**src/rtl/crtc_pkg.sv**
```systemverilog
// Shared definitions for the CRT controller: register indices, reset defaults and
// the vertical sequencing states.
package crtc_pkg;

  localparam logic [4:0] IdxHtotal    = 5'd0;
  localparam logic [4:0] IdxHdisp     = 5'd1;
  localparam logic [4:0] IdxHsyncPos  = 5'd2;
  localparam logic [4:0] IdxSyncWidth = 5'd3;
  localparam logic [4:0] IdxVtotal    = 5'd4;
  localparam logic [4:0] IdxVadj      = 5'd5;
  localparam logic [4:0] IdxVdisp     = 5'd6;
  localparam logic [4:0] IdxVsyncPos  = 5'd7;
  localparam logic [4:0] IdxMaxRas    = 5'd9;
  localparam logic [4:0] IdxStartHi   = 5'd12;
  localparam logic [4:0] IdxStartLo   = 5'd13;

  typedef enum logic {StRows, StAdj} vstate_e;

  typedef struct packed {
    logic [7:0] htotal;
    logic [7:0] hdisp;
    logic [7:0] hsyncpos;
    logic [3:0] vsw;
    logic [3:0] hsw;
    logic [6:0] vtotal;
    logic [4:0] vadj;
    logic [6:0] vdisp;
    logic [6:0] vsyncpos;
    logic [4:0] maxras;
    logic [5:0] start_hi;
    logic [7:0] start_lo;
  } crtc_cfg_t;

  localparam crtc_cfg_t CfgDefault = '{
    htotal:   8'd63,
    hdisp:    8'd32,
    hsyncpos: 8'd44,
    vsw:      4'h2,
    hsw:      4'h8,
    vtotal:   7'd30,
    vadj:     5'd2,
    vdisp:    7'd31,
    vsyncpos: 7'd31,
    maxras:   5'd7,
    start_hi: 6'd0,
    start_lo: 8'd0
  };

endpackage

```
**src/rtl/crtc_regs.sv**
```systemverilog
// CRTC register file: an index register plus the timing registers, written through
// a two-step address/data CPU port. Only the start address is readable.
module crtc_regs
  import crtc_pkg::*;
(
  input  logic       clock,
  input  logic       reset,
  input  logic       cs,
  input  logic       rs,
  input  logic [7:0] di,
  output crtc_cfg_t  cfg,
  output logic [7:0] dout
);

  logic [4:0] idx_q;
  crtc_cfg_t  cfg_q;

  always_ff @(posedge clock) begin
    if (reset) begin
      idx_q <= 5'd0;
      cfg_q <= CfgDefault;
    end else if (cs) begin
      if (!rs) begin
        idx_q <= di[4:0];
      end else begin
        case (idx_q)
          IdxHtotal:    cfg_q.htotal   <= di;
          IdxHdisp:     cfg_q.hdisp    <= di;
          IdxHsyncPos:  cfg_q.hsyncpos <= di;
          IdxSyncWidth: begin
            cfg_q.vsw <= di[7:4];
            cfg_q.hsw <= di[3:0];
          end
          IdxVtotal:    cfg_q.vtotal   <= di[6:0];
          IdxVadj:      cfg_q.vadj     <= di[4:0];
          IdxVdisp:     cfg_q.vdisp    <= di[6:0];
          IdxVsyncPos:  cfg_q.vsyncpos <= di[6:0];
          IdxMaxRas:    cfg_q.maxras   <= di[4:0];
          IdxStartHi:   cfg_q.start_hi <= di[5:0];
          IdxStartLo:   cfg_q.start_lo <= di;
          default:      ;
        endcase
      end
    end
  end

  always_comb begin
    dout = 8'h00;
    if (idx_q == IdxStartHi) begin
      dout = {2'b00, cfg_q.start_hi};
    end else if (idx_q == IdxStartLo) begin
      dout = cfg_q.start_lo;
    end
  end

  assign cfg = cfg_q;

endmodule

```
**src/rtl/crtc.sv**
```systemverilog
// CRT controller timing core: character/raster/row counters, vertical adjust FSM,
// sync pulse generators and memory address sequencing.
module crtc
  import crtc_pkg::*;
#(
  parameter int unsigned MA_W = 14
) (
  input  logic            clock,
  input  logic            reset,
  input  logic            ce,
  input  logic            cs,
  input  logic            rs,
  input  logic [7:0]      di,
  output logic [7:0]      dout,  // "do" is a reserved word
  output logic            de,
  output logic            hsync,
  output logic            vsync,
  output logic [MA_W-1:0] ma,
  output logic [4:0]      ra
);

  localparam logic [MA_W-1:0] StartDefault = MA_W'({CfgDefault.start_hi, CfgDefault.start_lo});

  crtc_cfg_t cfg;

  crtc_regs u_regs (
    .clock (clock),
    .reset (reset),
    .cs    (cs),
    .rs    (rs),
    .di    (di),
    .cfg   (cfg),
    .dout  (dout)
  );

  logic [7:0]      hc_q, hc_d;
  logic [4:0]      ra_q, ra_d;
  logic [6:0]      vc_q, vc_d;
  logic [4:0]      adj_q, adj_d;
  vstate_e         st_q, st_d;
  logic [3:0]      hs_q, hs_d;
  logic [4:0]      vs_q, vs_d;
  logic [MA_W-1:0] ma_q, ma_d;
  logic [MA_W-1:0] base_q, base_d;
  logic [MA_W-1:0] start;
  logic            line_end, row_end, frame_end;

  assign start = MA_W'({cfg.start_hi, cfg.start_lo});

  // Magnitude compares let a shrunken total take effect on the next wrap.
  assign line_end = hc_q >= cfg.htotal;
  assign row_end  = ra_q >= cfg.maxras;

  always_comb begin
    hc_d      = hc_q;
    ra_d      = ra_q;
    vc_d      = vc_q;
    adj_d     = adj_q;
    st_d      = st_q;
    hs_d      = hs_q;
    vs_d      = vs_q;
    ma_d      = ma_q;
    base_d    = base_q;
    frame_end = 1'b0;

    if (ce) begin
      hc_d = line_end ? 8'd0 : hc_q + 8'd1;
      ma_d = ma_q + MA_W'(1);
      if (st_q == StRows && row_end && hc_q == cfg.hdisp) begin
        base_d = ma_q;
      end

      if (hc_d == cfg.hsyncpos) begin
        hs_d = cfg.hsw;
      end else if (hs_q != 4'd0) begin
        hs_d = hs_q - 4'd1;
      end

      if (line_end) begin
        ma_d = base_d;
        unique case (st_q)
          StRows: begin
            if (row_end) begin
              ra_d = 5'd0;
              if (vc_q >= cfg.vtotal) begin
                if (cfg.vadj != 5'd0) begin
                  // Adjust lines sit on the row after the last one, so vsync can land there.
                  st_d  = StAdj;
                  vc_d  = vc_q + 7'd1;
                  adj_d = 5'd0;
                end else begin
                  frame_end = 1'b1;
                end
              end else begin
                vc_d = vc_q + 7'd1;
              end
            end else begin
              ra_d = ra_q + 5'd1;
            end
          end
          StAdj: begin
            if ({1'b0, adj_q} + 6'd1 >= {1'b0, cfg.vadj}) begin
              frame_end = 1'b1;
            end else begin
              adj_d = adj_q + 5'd1;
              ra_d  = ra_q + 5'd1;
            end
          end
        endcase

        if (frame_end) begin
          st_d   = StRows;
          vc_d   = 7'd0;
          ra_d   = 5'd0;
          adj_d  = 5'd0;
          ma_d   = start;
          base_d = start;
        end

        if (vc_d == cfg.vsyncpos && ra_d == 5'd0) begin
          vs_d = (cfg.vsw == 4'd0) ? 5'd16 : {1'b0, cfg.vsw};
        end else if (vs_q != 5'd0) begin
          vs_d = vs_q - 5'd1;
        end
      end
    end
  end

  always_ff @(posedge clock) begin
    if (reset) begin
      hc_q   <= 8'd0;
      ra_q   <= 5'd0;
      vc_q   <= 7'd0;
      adj_q  <= 5'd0;
      st_q   <= StRows;
      hs_q   <= 4'd0;
      vs_q   <= 5'd0;
      ma_q   <= StartDefault;
      base_q <= StartDefault;
    end else begin
      hc_q   <= hc_d;
      ra_q   <= ra_d;
      vc_q   <= vc_d;
      adj_q  <= adj_d;
      st_q   <= st_d;
      hs_q   <= hs_d;
      vs_q   <= vs_d;
      ma_q   <= ma_d;
      base_q <= base_d;
    end
  end

  assign de    = (hc_q < cfg.hdisp) && (vc_q < cfg.vdisp) && (st_q == StRows);
  assign hsync = hs_q != 4'd0;
  assign vsync = vs_q != 5'd0;
  assign ma    = ma_q;
  assign ra    = ra_q;

endmodule

```
**config.mk**
```make
export PLATFORM = sky130hd
export DESIGN_NAME = crtc
export DESIGN_NICKNAME = d
export VERILOG_FILES = /design/src/rtl/crtc_pkg.sv /design/src/rtl/crtc_regs.sv /design/src/rtl/crtc.sv
export SDC_FILE = /design/constraint.sdc
export NUM_CORES = 1
export LEC_CHECK = 0
export CAP_MARGIN = 5
export CORE_UTILIZATION = 65
export DETAILED_ROUTE_END_ITERATION = 10
export GPL_TIMING_DRIVEN = 0
export PLACE_DENSITY = 0.85
export SYNTH_ARGS = -nofsm -noshare
export SYNTH_HDL_FRONTEND = slang
export SYNTH_SLANG_ARGS = --single-unit
```
**constraint.sdc**
```tcl
create_clock -name clock -period 8.8 [get_ports clock]
set_input_delay 0.88 -clock clock [delete_from_list [all_inputs] [get_ports clock]]
set_output_delay 0.88 -clock clock [all_outputs]
set_load 0.01 [all_outputs]
```
Word level (Yosys, flattened, before mapping)
Cells that the tools add are included.
Word-level totals
  logic and storage cells: 127
  output and inout bits: 30
  input port bits: 13
  register bits: 145
Cells by class
  $add $sub $neg: 8
  $lt $le $gt $ge: 6
  reductions and logical operators: 29
  muxes and demuxes: 43
  eq/ne operators: 17
  bitwise operators: 2
Operators by type and width (number)
  2-to-1 mux 5 bit: 13
  2-to-1 mux 14 bit: 4
  2-to-1 mux 7 bit: 7
  AND reduction 3 bit: 12
  2-to-1 mux 8 bit: 3
  == test 5 x 3 -> 1 bit, second input constant: 4
  one-hot mux 5 bit (2 select lines): 2
  == test 8 bit: 2
  == test 5 x 4 -> 1 bit, second input constant: 3
  adder 14 x 1 -> 14 bit, second input constant: 1
  2-to-1 mux 1 bit: 11
  adder 5 x 1 -> 5 bit, second input constant: 2
  == test 5 x 2 -> 1 bit, second input constant: 2
  zero test 5 bit: 2
  nonzero test 5 bit: 2
  adder 8 x 1 -> 8 bit, second input constant: 1
  >= comparator 8 bit: 1
  < comparator 8 bit: 1
  2-to-1 mux 4 bit: 2
  adder 7 x 1 -> 7 bit, second input constant: 1
  == test 7 bit: 1
  >= comparator 7 bit: 1
  < comparator 7 bit: 1
  adder 5 x 1 -> 6 bit, second input constant: 1
  15 further kinds: 25

Depth between registers and ports, before layout
Gate-level depths: netlist (run 1).
  depth after elaboration: 14
  mapped depth: 15

By module
A second synthesis (run 1) with hierarchy kept.
Second synthesis, totals
  cells, all modules: 1020
  area, all modules: 8475.6 sq um
Modules (own cells, without submodules)
  crtc: sequential area each 1261.2 sq um, instances 1, area an instance 5141.2 sq um, cells an instance 701
  crtc_regs: sequential area each 1641.6 sq um, instances 1, area an instance 3334.4 sq um, cells an instance 319

Worst setup path before layout (run 1)
OpenSTA, ideal clock, no wires.
  path type: register to register
  start: reg ra_q[0], in the netlist ra[0]
  end: reg vs_q[1]
  slack: 5.636 ns
  stages on the path, launching flop included: 14
  required time: 8.714 ns
  arrival: 3.078 ns
  cells stage by stage: dfxtp_1 -> inv_1 -> ha_1 -> or3b_1 -> a41o_1 -> and2_4 -> buf_6 -> nand2_2 -> o21ai_2 -> a2111oi_4 -> o31ai_2 -> nor4_4 -> mux2i_1 -> a221oi_2
Between the ends
  word-level cells in the longest chain between the ends: 12
  elaborated cells on any way between the ends: 23
  classes of those cells: add/sub (1); order compare (1); eq/ne (1); mux (16); reduce/logical (4)
RTL lines
  start, declared: RTL line crtc.sv:37  | logic [4:0] ra_q, ra_d;
  start signal, assigned: RTL line crtc.sv:142  | ra_q <= ra_d;
  >= comparator 5 bit: RTL line crtc.sv:52  | assign row_end = ra_q >= cfg.maxras;
  2-to-1 mux 1 bit: RTL line crtc.sv:83  | if (row_end) begin
  one-hot mux 1 bit (2 select lines): RTL line crtc.sv:81  | unique case (st_q)
  2-to-1 mux 1 bit: RTL line crtc.sv:79  | if (line_end) begin
  2-to-1 mux 1 bit: RTL line crtc.sv:66  | if (ce) begin
  2-to-1 mux 7 bit or 2-to-1 mux 5 bit (tied branches): RTL line crtc.sv:111  | if (frame_end) begin
  2-to-1 mux 7 bit or 2-to-1 mux 5 bit (tied branches): RTL line crtc.sv:79
  2-to-1 mux 7 bit or 2-to-1 mux 5 bit (tied branches): RTL line crtc.sv:66
  == test 7 bit or zero test 5 bit (tied branches): RTL line crtc.sv:120  | if (vc_d == cfg.vsyncpos && ra_d == 5'd0) begin
  logical AND 1 bit *: RTL line crtc.sv:120
  nonzero test 2 bit (no line)
  AND reduction 3 bit (no line)
  end signal, assigned: RTL line crtc.sv:147  | vs_q <= vs_d;
  end, declared: RTL line crtc.sv:42  | logic [4:0] vs_q, vs_d;
Mark *: on every way between the ends. The rest lies on a longest branch, timed or not. The select of a mux whose other input is x is not followed.
A chain may end at the register's enable or synchronous reset.

Final worst setup path (run 1)
  start: reg ra_q[0], in the netlist ra[0]
  end: reg ma_q[11], in the netlist ma[11]
Between the ends
  word-level cells in the longest chain between the ends: 7
  elaborated cells on any way between the ends: 10
  classes of those cells: order compare (1); mux (7); reduce/logical (2)
RTL lines
  >= comparator 5 bit *: RTL line crtc.sv:52
  2-to-1 mux 1 bit: RTL line crtc.sv:83
  one-hot mux 1 bit (2 select lines): RTL line crtc.sv:81
  2-to-1 mux 1 bit: RTL line crtc.sv:79
  2-to-1 mux 1 bit: RTL line crtc.sv:66
  2-to-1 mux 14 bit *: RTL line crtc.sv:111
  2-to-1 mux 14 bit *: RTL line crtc.sv:79
  end signal, assigned: RTL line crtc.sv:138  | ma_q <= StartDefault;
  end signal, assigned: RTL line crtc.sv:148  | ma_q <= ma_d;
  end, declared: RTL line crtc.sv:43  | logic [MA_W-1:0] ma_q, ma_d;
Marked as above.

==> flow_summary_export.csv, run 1 <==
group,metric,value,unit
clock_tree,clock_latency,0.44,ns
setup_path,worstPathArrival,4.51,ns
clock_tree,post_cts_buffers,0,
timing,timing.setup.tns,0,ns
place,routabilityCongestion,0.996,
clock_tree,htree_num_levels,4,
synth,yosysWarnings,0,
final_layout,diodes,0,
timing,finalHoldViolCount,0,
route,first_iter_violations,1154,
synth,avgSynthCellArea,8.08,sq um
setup_path,required,9.09,ns
clock_tree,cts_max_path_buffers,2,
timing,fmax,0.237,GHz
route,wl_per_cell,18.9,um
global_route,top_usage_layer,"met2",
setup_path,reg2reg_from,"ra[0]$_SDFFE_PP0P_",
job,drv_cap,0,
setup_path,worst-setup-path-type,"reg2reg",
synth,ys_seq_area_share,34.9,%
setup_path,path_cells,"inv_1 > ha_1 > or3b_1 > a41o_1 > nand2_1 > nor3_2 > nor2_1 > clkbuf_1 > clkbuf_1 > a211oi_1 > o21ai_0 > a21oi_1",
clock_tree,root_buffer,"clkbuf_16",
clock_tree,ctsResizeCount,0,
synth,syn_nets,1090,
final_layout,drive_above_1_share,5.00,%
global_route,met2_usage,57.6,%
timing,setup_viol_count_final,0,
timing,tightestPinTransition,1.02,ns
place,dpl-instance-area,8920,sq um
worst_hold_path,hp-class,"reg2reg",
global_route,overflow,0,
pwr,powerDensity,165,nW/um^2
pwr,power,1.57,mW
synth,synth_async_sr_flop_share,0,%
clock_tree,cts_buffers,17,
route,firstDrtPassIters,6,
global_route,antenna_found_initial,0,
setup_path,worstRegToRegCells,12,
floorplanning,rows,40,
final_layout,n_fill_cell,928,
pwr,leakagePower,3.99,nW
setup_path,cp_slowest_cell,"clkbuf_1",
floorplanning,die_h,115,um
route,drcViolationCount,0,
floorplanning,io_pins,43,
worst_hold_path,hp-start,"u_regs.cfg[75]$_SDFFE_PP0P_",
pwr,vdd_drop_max,0.197,mV
timing,post-route-min-period,4.21,ns
route,vias,8039,
setup_path,cpMostUsedCell,"clkbuf_1",
clock_tree,cts.sinks,145,
global_route,met1_usage,51.9,%
setup_path,crit_fanout,10,
final_layout,design_area,9520,sq um
setup_path,critPathMaxStageDelay,0.59,ns
clock_tree,hold_buffers,0,
synth,netlist_area,8310,sq um
synth,synthFlopType,"dfxtp_1",
clock_tree,cts_tree,"yes",
timing,rsz0062_at_grt,"false",
setup_path,reg2reg_slack,4.59,ns
timing,relSlewSlack,31.7,%
route,routed_via_density,6.34,
synth,synth_cell_types,75,
global_route,grt_util_met3,9.80,%
setup_path,r2r_end,"ma[11]$_SDFFE_PP0P_",
global_route,grt_pass1_wl,38000,um
floorplanning,start_util,68.1,%
final_layout,synthToLayoutAreaGrowth,14.6,%
route,routed_wl,24000,um
global_route,gr-usage-all-layers,37.8,%
timing,period_share,47.9,%
clock_tree,clk_pin_slew,0.06,ns
place,io_buffers,39,
final_layout,nNetsFinal,1148,
floorplanning,fp.dieArea,13200,sq um
final_layout,utilization,78.0,%
place,hpwl,16600,um
route,route.antenna.remaining_nets,0,
global_route,grt_pass1_vias,7305,
worst_hold_path,whs_endpoint,"u_regs.cfg[75]$_SDFFE_PP0P_",
worst_hold_path,hold_depth,2,
setup_path,endpoint_kind,"flip-flop",
setup_path,critPathBufInv,3,
setup_path,critPathTopFamily,"simple AND/OR/NAND/NOR gates",
setup_path,critPathLaunchType,"flip-flop",
synth,syn_inst,1029,
synth,synth_edf_count,0,
timing,maxSlewViolCount,0,
run_status,outcome,"finished clean",
floorplanning,core_area,12200,sq um
synth,synth-seq-cells,145,
timing,skew,0.00806,ns
global_route,grt_max_degree,17,
floorplanning,dieWidth,115,um
-- synth_stat cells, drive strengths merged (4+ instances only) --
cell type  number  area [sq um]
and2           12          77.6
dfxtp         145          2900
nand3b          6          45.0
a22o            6          52.6
a21o           10          75.1
clkbuf         56           210
inv            52           195
nand2b         11          68.8
a211oi         17           128
nor2b          10          62.6
ha             48           601
nand4           4          25.0
o21ai          81           409
nor4            5          67.6
xnor2          11          96.3
nor2          156           586
and3           24           151
nand3          28           140
a211o          13           114
o22ai           7          43.8
a31oi           8          65.1
nand2          72           273
o211ai          7          57.6
nand4b          4          35.0
a311oi          4          35.0
a21oi          64           320
nor3           25           130
mux2i          74           741
buf             5          30.0
or3             6          37.5
xor2            8          70.1
nor3b          12          90.1
-- cells in the final DEF, fill, tap and decap left out, types with 11 or more instances in the layout --
cell type,Yosys,layout
nor2_1,156,156
dfxtp_1,145,145
o21ai_0,79,79
mux2i_1,74,74
nand2_1,71,71
a21oi_1,64,64
clkbuf_1,56,56
inv_1,52,52
ha_1,48,48
clkdlybuf4s50_1,0,39
nand3_1,28,28
nor3_1,24,24
and3_1,23,23
a211oi_1,17,17
clkbuf_16,0,17
a211o_1,13,13
nor3b_1,12,12
xnor2_1,11,11
nand2b_1,11,11
-- cells by family (layout without fill, tap and decap cells) --
family          after synthesis  in the layout  synth area share [%]
simple gates                384            384                  22.6
compound gates              246            246                  19.1
flops                       145            145                  34.9
buf+inv                     113            184                  5.24
mux                          74             74                  8.91
fa+ha+maj                    48             48                  7.23
xor+xnor                     19             19                  2.00
-- tightest hold or removal path, stage by stage, from the launching register on --
cell and delay (ns):
dfxtp_1 0.31, nand2_1 0.05, a21oi_1 0.05
-- area by class of cell --
| type | instances | area [sq um] | area share, % |
|---|---|---|---|
| tap | 168 | 210 | 2.21 |
| buffer | 61 | 240 | 2.52 |
| clock inverter | 13 | 151 | 1.59 |
| inverter | 52 | 195 | 2.05 |
| multi-input combinational | 771 | 4980 | 52.3 |
| sequential | 145 | 2900 | 30.5 |
| timing repair buffer | 39 | 390 | 4.10 |
| clock buffer | 19 | 453 | 4.76 |
-- flip-flops by register name (all words and copies together) (netlist names) --
signal	count
vc_q	7
ra	5
u_regs.cfg	77
u_regs.idx_q	5
st_q	1
ma	14
base_q	14
vs_q	5
adj_q	5
hc_q	8
hs_q	4
-- stage by stage --
stage | setup slack (ns) | instances | hold WS, ns
finish | 4.59 | 1268 | 0.458
floorplan | 5.64 | 1029 | 0.435
CTS | 4.74 | 1268 | 0.463
detailed placement | 4.77 | 1236 | 0.451
global placement | 4.76 | 1236 | 0.444
global route | 4.42 | 1268 | 0.477
-- where the power goes --
group / internal [mW] / switching (mW) / leakage, nW
logic: 0.0553 / 0.0841 / 2.53
clock network: 0.437 / 0.311 / 0.284
registers: 0.670 / 0.0132 / 1.17
-- per-layer routing --
metal	vias to the layer above	share of wire [%]
met5	-	0
met4	0	2.7
met3	64	11
met2	459	43
met1	3771	43
li1	3745	-
-- worst max path at each step --
| stage | from | to | slack (ns) | cells after the start |
|---|---|---|---|---|
| 6_report | ra[0]$_SDFFE_PP0P_ | ma[11]$_SDFFE_PP0P_ | 4.59 | 12 |
| 5_1_grt | ra[0]$_SDFFE_PP0P_ | ma[12]$_SDFFE_PP0P_ | 4.42 | 12 |
| 4_1_cts | ra[0]$_SDFFE_PP0P_ | ma[10]$_SDFFE_PP0P_ | 4.74 | 12 |
| 3_5_place_dp | ra[0]$_SDFFE_PP0P_ | ma[10]$_SDFFE_PP0P_ | 4.77 | 12 |
| 3_3_place_gp | ra[0]$_SDFFE_PP0P_ | ma[11]$_SDFFE_PP0P_ | 4.76 | 12 |
| 2_1_floorplan | ra[0]$_SDFFE_PP0P_ | vs_q[1]$_SDFFE_PP0P_ | 5.64 | 13 |
No activity file was read; power rests on OpenSTA's default activity.
==> inputs of run 2 (changes only) <==
- CORE_UTILIZATION: 65 -> 61
- PLACE_DENSITY: 0.85 -> 0.81
- clock period: 8.8 -> 4.38 ns (I/O delays scaled with it)
==> flow_summary_export.csv, run 2 (same netlist as run 1, synthesis figures left out) <==
group,metric,value,unit
run_status,outcome,"finished clean",
final_layout,layout_common_cells,"nor2_1 (156), dfxtp_1 (145), o21ai_0 (79)",
timing,timing.setup.tns,0,ns
floorplanning,io_pins,43,
global_route,grt_pass1_vias,7265,
floorplanning,dieWidth,119,um
clock_tree,root_buffer,"clkbuf_16",
timing,tightestPinTransition,0.951,ns
setup_path,critPathMaxStageDelay,0.54,ns
place,io_buffers,39,
clock_tree,clk_pin_slew,0.06,ns
timing,finalHoldViolCount,0,
setup_path,endpoint_kind,"flip-flop",
timing,setup_viol_count_final,0,
global_route,antenna_found_initial,0,
worst_hold_path,hp-class,"reg2reg",
pwr,leakagePower,3.99,nW
floorplanning,rows,42,
final_layout,diodes,0,
place,routabilityCongestion,0.927,
timing,relSlewSlack,36.1,%
route,routed_via_density,6.27,
route,route.antenna.remaining_nets,0,
place,hpwl,16700,um
clock_tree,hold_buffers,0,
setup_path,cp_slowest_cell,"clkbuf_1",
final_layout,synthToLayoutAreaGrowth,14.9,%
setup_path,crit_fanout,10,
timing,fmax,0.245,GHz
route,drcViolationCount,0,
clock_tree,cts_buffers,17,
global_route,grt_pass1_wl,38100,um
clock_tree,post_cts_buffers,0,
setup_path,path_cells,"inv_1 > ha_1 > or3b_1 > a41o_1 > nand2_1 > nor3_2 > nor2_1 > clkbuf_1 > clkbuf_1 > a211oi_1 > o21ai_0 > a21oi_1",
clock_tree,ctsResizeCount,0,
final_layout,nNetsFinal,1148,
route,first_iter_violations,1066,
route,wl_per_cell,18.5,um
setup_path,required,4.66,ns
final_layout,final_common_cell,"nor2_1",
timing,post-route-min-period,4.08,ns
job,drv_cap,0,
clock_tree,cts_max_path_buffers,2,
pwr,powerDensity,335,nW/um^2
global_route,gr-usage-all-layers,34.4,%
clock_tree,htree_num_levels,4,
timing,skew,0.00749,ns
timing,maxSlewViolCount,0,
setup_path,critPathLaunchType,"flip-flop",
floorplanning,fp.dieArea,14100,sq um
route,vias,7998,
pwr,vdd_drop_max,0.289,mV
place,place_inst,1244,
setup_path,worst-setup-path-type,"reg2reg",
global_route,grt_max_degree,17,
setup_path,cpMostUsedCell,"clkbuf_1",
clock_tree,cts.sinks,145,
clock_tree,cts_tree,"yes",
clock_tree,clock_latency,0.43,ns
final_layout,layoutNonFillerInstCount,1276,
floorplanning,core_area,13200,sq um
final_layout,drive_above_1_share,4.82,%
setup_path,worstPathArrival,4.37,ns
timing,rsz0062_at_grt,"false",
final_layout,largest_reg_flops,77,
timing,period_share,93.2,%
worst_hold_path,hold_depth,2,
global_route,overflow,0,
setup_path,worstRegToRegCells,12,
floorplanning,start_util,62.8,%
route,firstDrtPassIters,5,
route,routed_wl,23600,um
floorplanning,die_h,119,um
==> run 2: final cells by class <==
cell class                 instances  area [sq um]
multi-input combinational        771          4980
inverter                          52           195
buffer                            61           240
tap                              176           220
clock buffer                      19           433
timing repair buffer              39           390
clock inverter                    13           186
fill                            1082          3690
sequential                       145          2900
==> run 2: report_power, final <==
group | internal (mW) | leakage, nW | switching, mW
sequential | 1.35 | 1.17 | 0.0281
clock | 0.953 | 0.290 | 0.587
combinational | 0.112 | 2.53 | 0.173
==> run 2: path summary, 6_finish.rpt <==
kind                               start  slack [ns]                     endpoint
max reg2reg           ra[0]$_SDFFE_PP0P_        0.30           ma[9]$_SDFFE_PP0P_
max                   ra[0]$_SDFFE_PP0P_        0.30           ma[9]$_SDFFE_PP0P_
min reg2reg  u_regs.cfg[75]$_SDFFE_PP0P_        0.46  u_regs.cfg[75]$_SDFFE_PP0P_
min          u_regs.cfg[75]$_SDFFE_PP0P_        0.46  u_regs.cfg[75]$_SDFFE_PP0P_
==> run 2: through the flow <==
step	utilization (%)	hold WS [ns]	area [sq um]	setup slack [ns]	total power, mW
2_1_floorplan	-	0.435	8310	1.22	1.57
3_3_place_gp	67.4	0.444	8920	0.427	1.67
3_5_place_dp	67.4	0.449	8930	0.439	1.67
4_1_cts	72.1	0.457	9550	0.427	3.19
5_1_grt	72.1	0.472	9550	0.0748	3.29
6_report	72.1	0.456	9550	0.296	3.20
==> run 2: metal layers <==
layer  global-route usage, %  up-vias  routed length (um)
li1                        -     3767                   -
met5                       0        -                   0
met3                    8.20       65                2390
met2                    52.1      406               10400
met4                    13.9        0                 654
met1                    46.9     3760               10200
==> run 2: critical path, delay by kind of cell (launching register included) <==
kind,cells,cell delay (ns)
flops,1,0.43
simple gates,4,1.29
buf+inv,3,1.14
compound gates,4,0.78
fa+ha+maj,1,0.30
==> inputs of run 3 (changes only) <==
- RECOVER_POWER: not set -> 25
- SLEW_MARGIN: not set -> 0
==> flow_summary_export.csv, run 3 (same netlist as run 1, synthesis figures left out) <==
group,metric,value,unit
run_status,outcome,"finished, violations left",
run_status,violations,"max-capacitance violations, max-slew violations",
timing,setup_viol_count_final,0,
setup_path,cp_slowest_cell,"clkbuf_1",
route,routed_wl,23600,um
timing,finalHoldViolCount,0,
clock_tree,clock_latency,0.43,ns
setup_path,cpMostUsedCell,"clkbuf_1",
timing,holdWs,0.457,ns
floorplanning,fp.dieArea,14100,sq um
clock_tree,cts_max_path_buffers,2,
route,route.antenna.remaining_nets,0,
pwr,powerDensity,335,nW/um^2
floorplanning,die_h,119,um
global_route,grt_max_degree,17,
clock_tree,htree_num_levels,4,
final_layout,nNetsFinal,1148,
clock_tree,cts.sinks,145,
global_route,gr-usage-all-layers,34.4,%
final_layout,diodes,0,
final_layout,final_common_cell,"nor2_1",
final_layout,drive_above_1_share,4.73,%
setup_path,reg2reg_slack,0.29,ns
clock_tree,cts_buffers,17,
timing,skew,0.00828,ns
pwr,vdd_drop_max,0.289,mV
route,wl_per_cell,18.5,um
floorplanning,start_util,62.8,%
floorplanning,dieWidth,119,um
pwr,leakagePower,4.06,nW
final_layout,largest_reg_flops,77,
timing,timing.setup.tns,0,ns
timing,tightestPinTransition,2.71,ns
place,hpwl,16700,um
timing,rsz0062_at_grt,"false",
final_layout,layout_common_cells,"nor2_1 (156), dfxtp_1 (145), o21ai_0 (79)",
clock_tree,hold_buffers,0,
timing,period_share,93.3,%
setup_path,critPathMaxStageDelay,0.54,ns
setup_path,worstPathArrival,4.37,ns
clock_tree,root_buffer,"clkbuf_16",
clock_tree,cts_tree,"yes",
worst_hold_path,hp-class,"reg2reg",
clock_tree,post_cts_buffers,0,
global_route,overflow,0,
clock_tree,clk_pin_slew,0.06,ns
setup_path,endpoint_kind,"flip-flop",
floorplanning,rows,42,
route,vias,7899,
setup_path,crit_fanout,10,
place,place_inst,1244,
final_layout,layoutNonFillerInstCount,1276,
floorplanning,io_pins,43,
timing,fmax,0.245,GHz
global_route,antenna_found_initial,0,
route,firstDrtPassIters,6,
route,routed_via_density,6.19,
timing,post-route-min-period,4.09,ns
setup_path,worst-setup-path-type,"reg2reg",
setup_path,critPathTopFamily,"simple AND/OR/NAND/NOR gates",
global_route,grt_pass1_wl,38100,um
global_route,grt_pass1_vias,7265,
place,io_buffers,39,
timing,maxSlewViolCount,11,
setup_path,critPathBufInv,3,
setup_path,critPathLaunchType,"flip-flop",
route,first_iter_violations,996,
clock_tree,ctsResizeCount,0,
floorplanning,core_area,13200,sq um
timing,relSlewSlack,-82.6,%
setup_path,required,4.66,ns
route,drcViolationCount,0,
place,routabilityCongestion,0.927,
job,drv_cap,1,
setup_path,path_cells,"inv_1 > ha_1 > or3b_1 > a41o_1 > nand2_1 > nor3_2 > nor2_1 > clkbuf_1 > clkbuf_1 > a211oi_1 > o21ai_0 > a21oi_1",
final_layout,synthToLayoutAreaGrowth,14.7,%
## run 3: changes by cell type in the layout (fill, tap and decap cells not counted)
cell	delta
clkdlybuf4s50_1	-21
dlygate4sd3_1	+21
nor4_1	+1
nor4_4	-1
## run 3: final timing paths
check / cells past startpoint / to / from
max: 12 / ma[9]$_SDFFE_PP0P_ / ra[0]$_SDFFE_PP0P_
min: 2 / u_regs.cfg[75]$_SDFFE_PP0P_ / u_regs.cfg[75]$_SDFFE_PP0P_
max reg2reg: 12 / ma[9]$_SDFFE_PP0P_ / ra[0]$_SDFFE_PP0P_
min reg2reg: 2 / u_regs.cfg[75]$_SDFFE_PP0P_ / u_regs.cfg[75]$_SDFFE_PP0P_
## run 3: power breakdown
group          switching [mW]  total (mW)  internal, mW  leakage, nW
clock                   0.585        1.54         0.953        0.290
sequential             0.0279        1.37          1.35         1.17
combinational           0.172       0.283         0.111         2.59
total                   0.785        3.20          2.41         4.06
## run 3: per-stage QoR
stage               total power, mW  utilization, %  setup WS (ns)  cell area [sq um]
finish                         3.20            72.0          0.291               9530
CTS                            3.19            72.1          0.427               9550
detailed placement             1.67            67.4          0.439               8930
global route                   3.29            72.0         0.0809               9530
floorplan                      1.57               -           1.22               8310
global placement               1.67            67.4          0.427               8920
## run 3: layout make-up
cell class / instances / area [sq um]
Multi-Input combinational cell: 771 / 4970
Timing Repair Buffer: 39 / 390
Clock buffer: 19 / 433
Clock inverter: 13 / 186
Inverter: 52 / 195
Sequential cell: 145 / 2900
Buffer: 61 / 240
Tap cell: 176 / 220
Fill cell: 1084 / 3710
## run 3: metal layers
metal	part of all wire (%)	GRT usage [%]	routed length [um]
met5	0	0	0
met3	9.2	8.20	2180
met2	44	52.1	10300
met4	2.8	13.9	655
met1	44	46.9	10400
## run 3: worst reg2reg max path, cell delays in order, from the launching register on
cell	delay, ns
dfxtp_1	0.42
inv_1	0.13
ha_1	0.30
or3b_1	0.39
a41o_1	0.28
nand2_1	0.29
nor3_2	0.15
nor2_1	0.46
clkbuf_1	0.48
clkbuf_1	0.54
a211oi_1	0.21
o21ai_0	0.21
a21oi_1	0.08
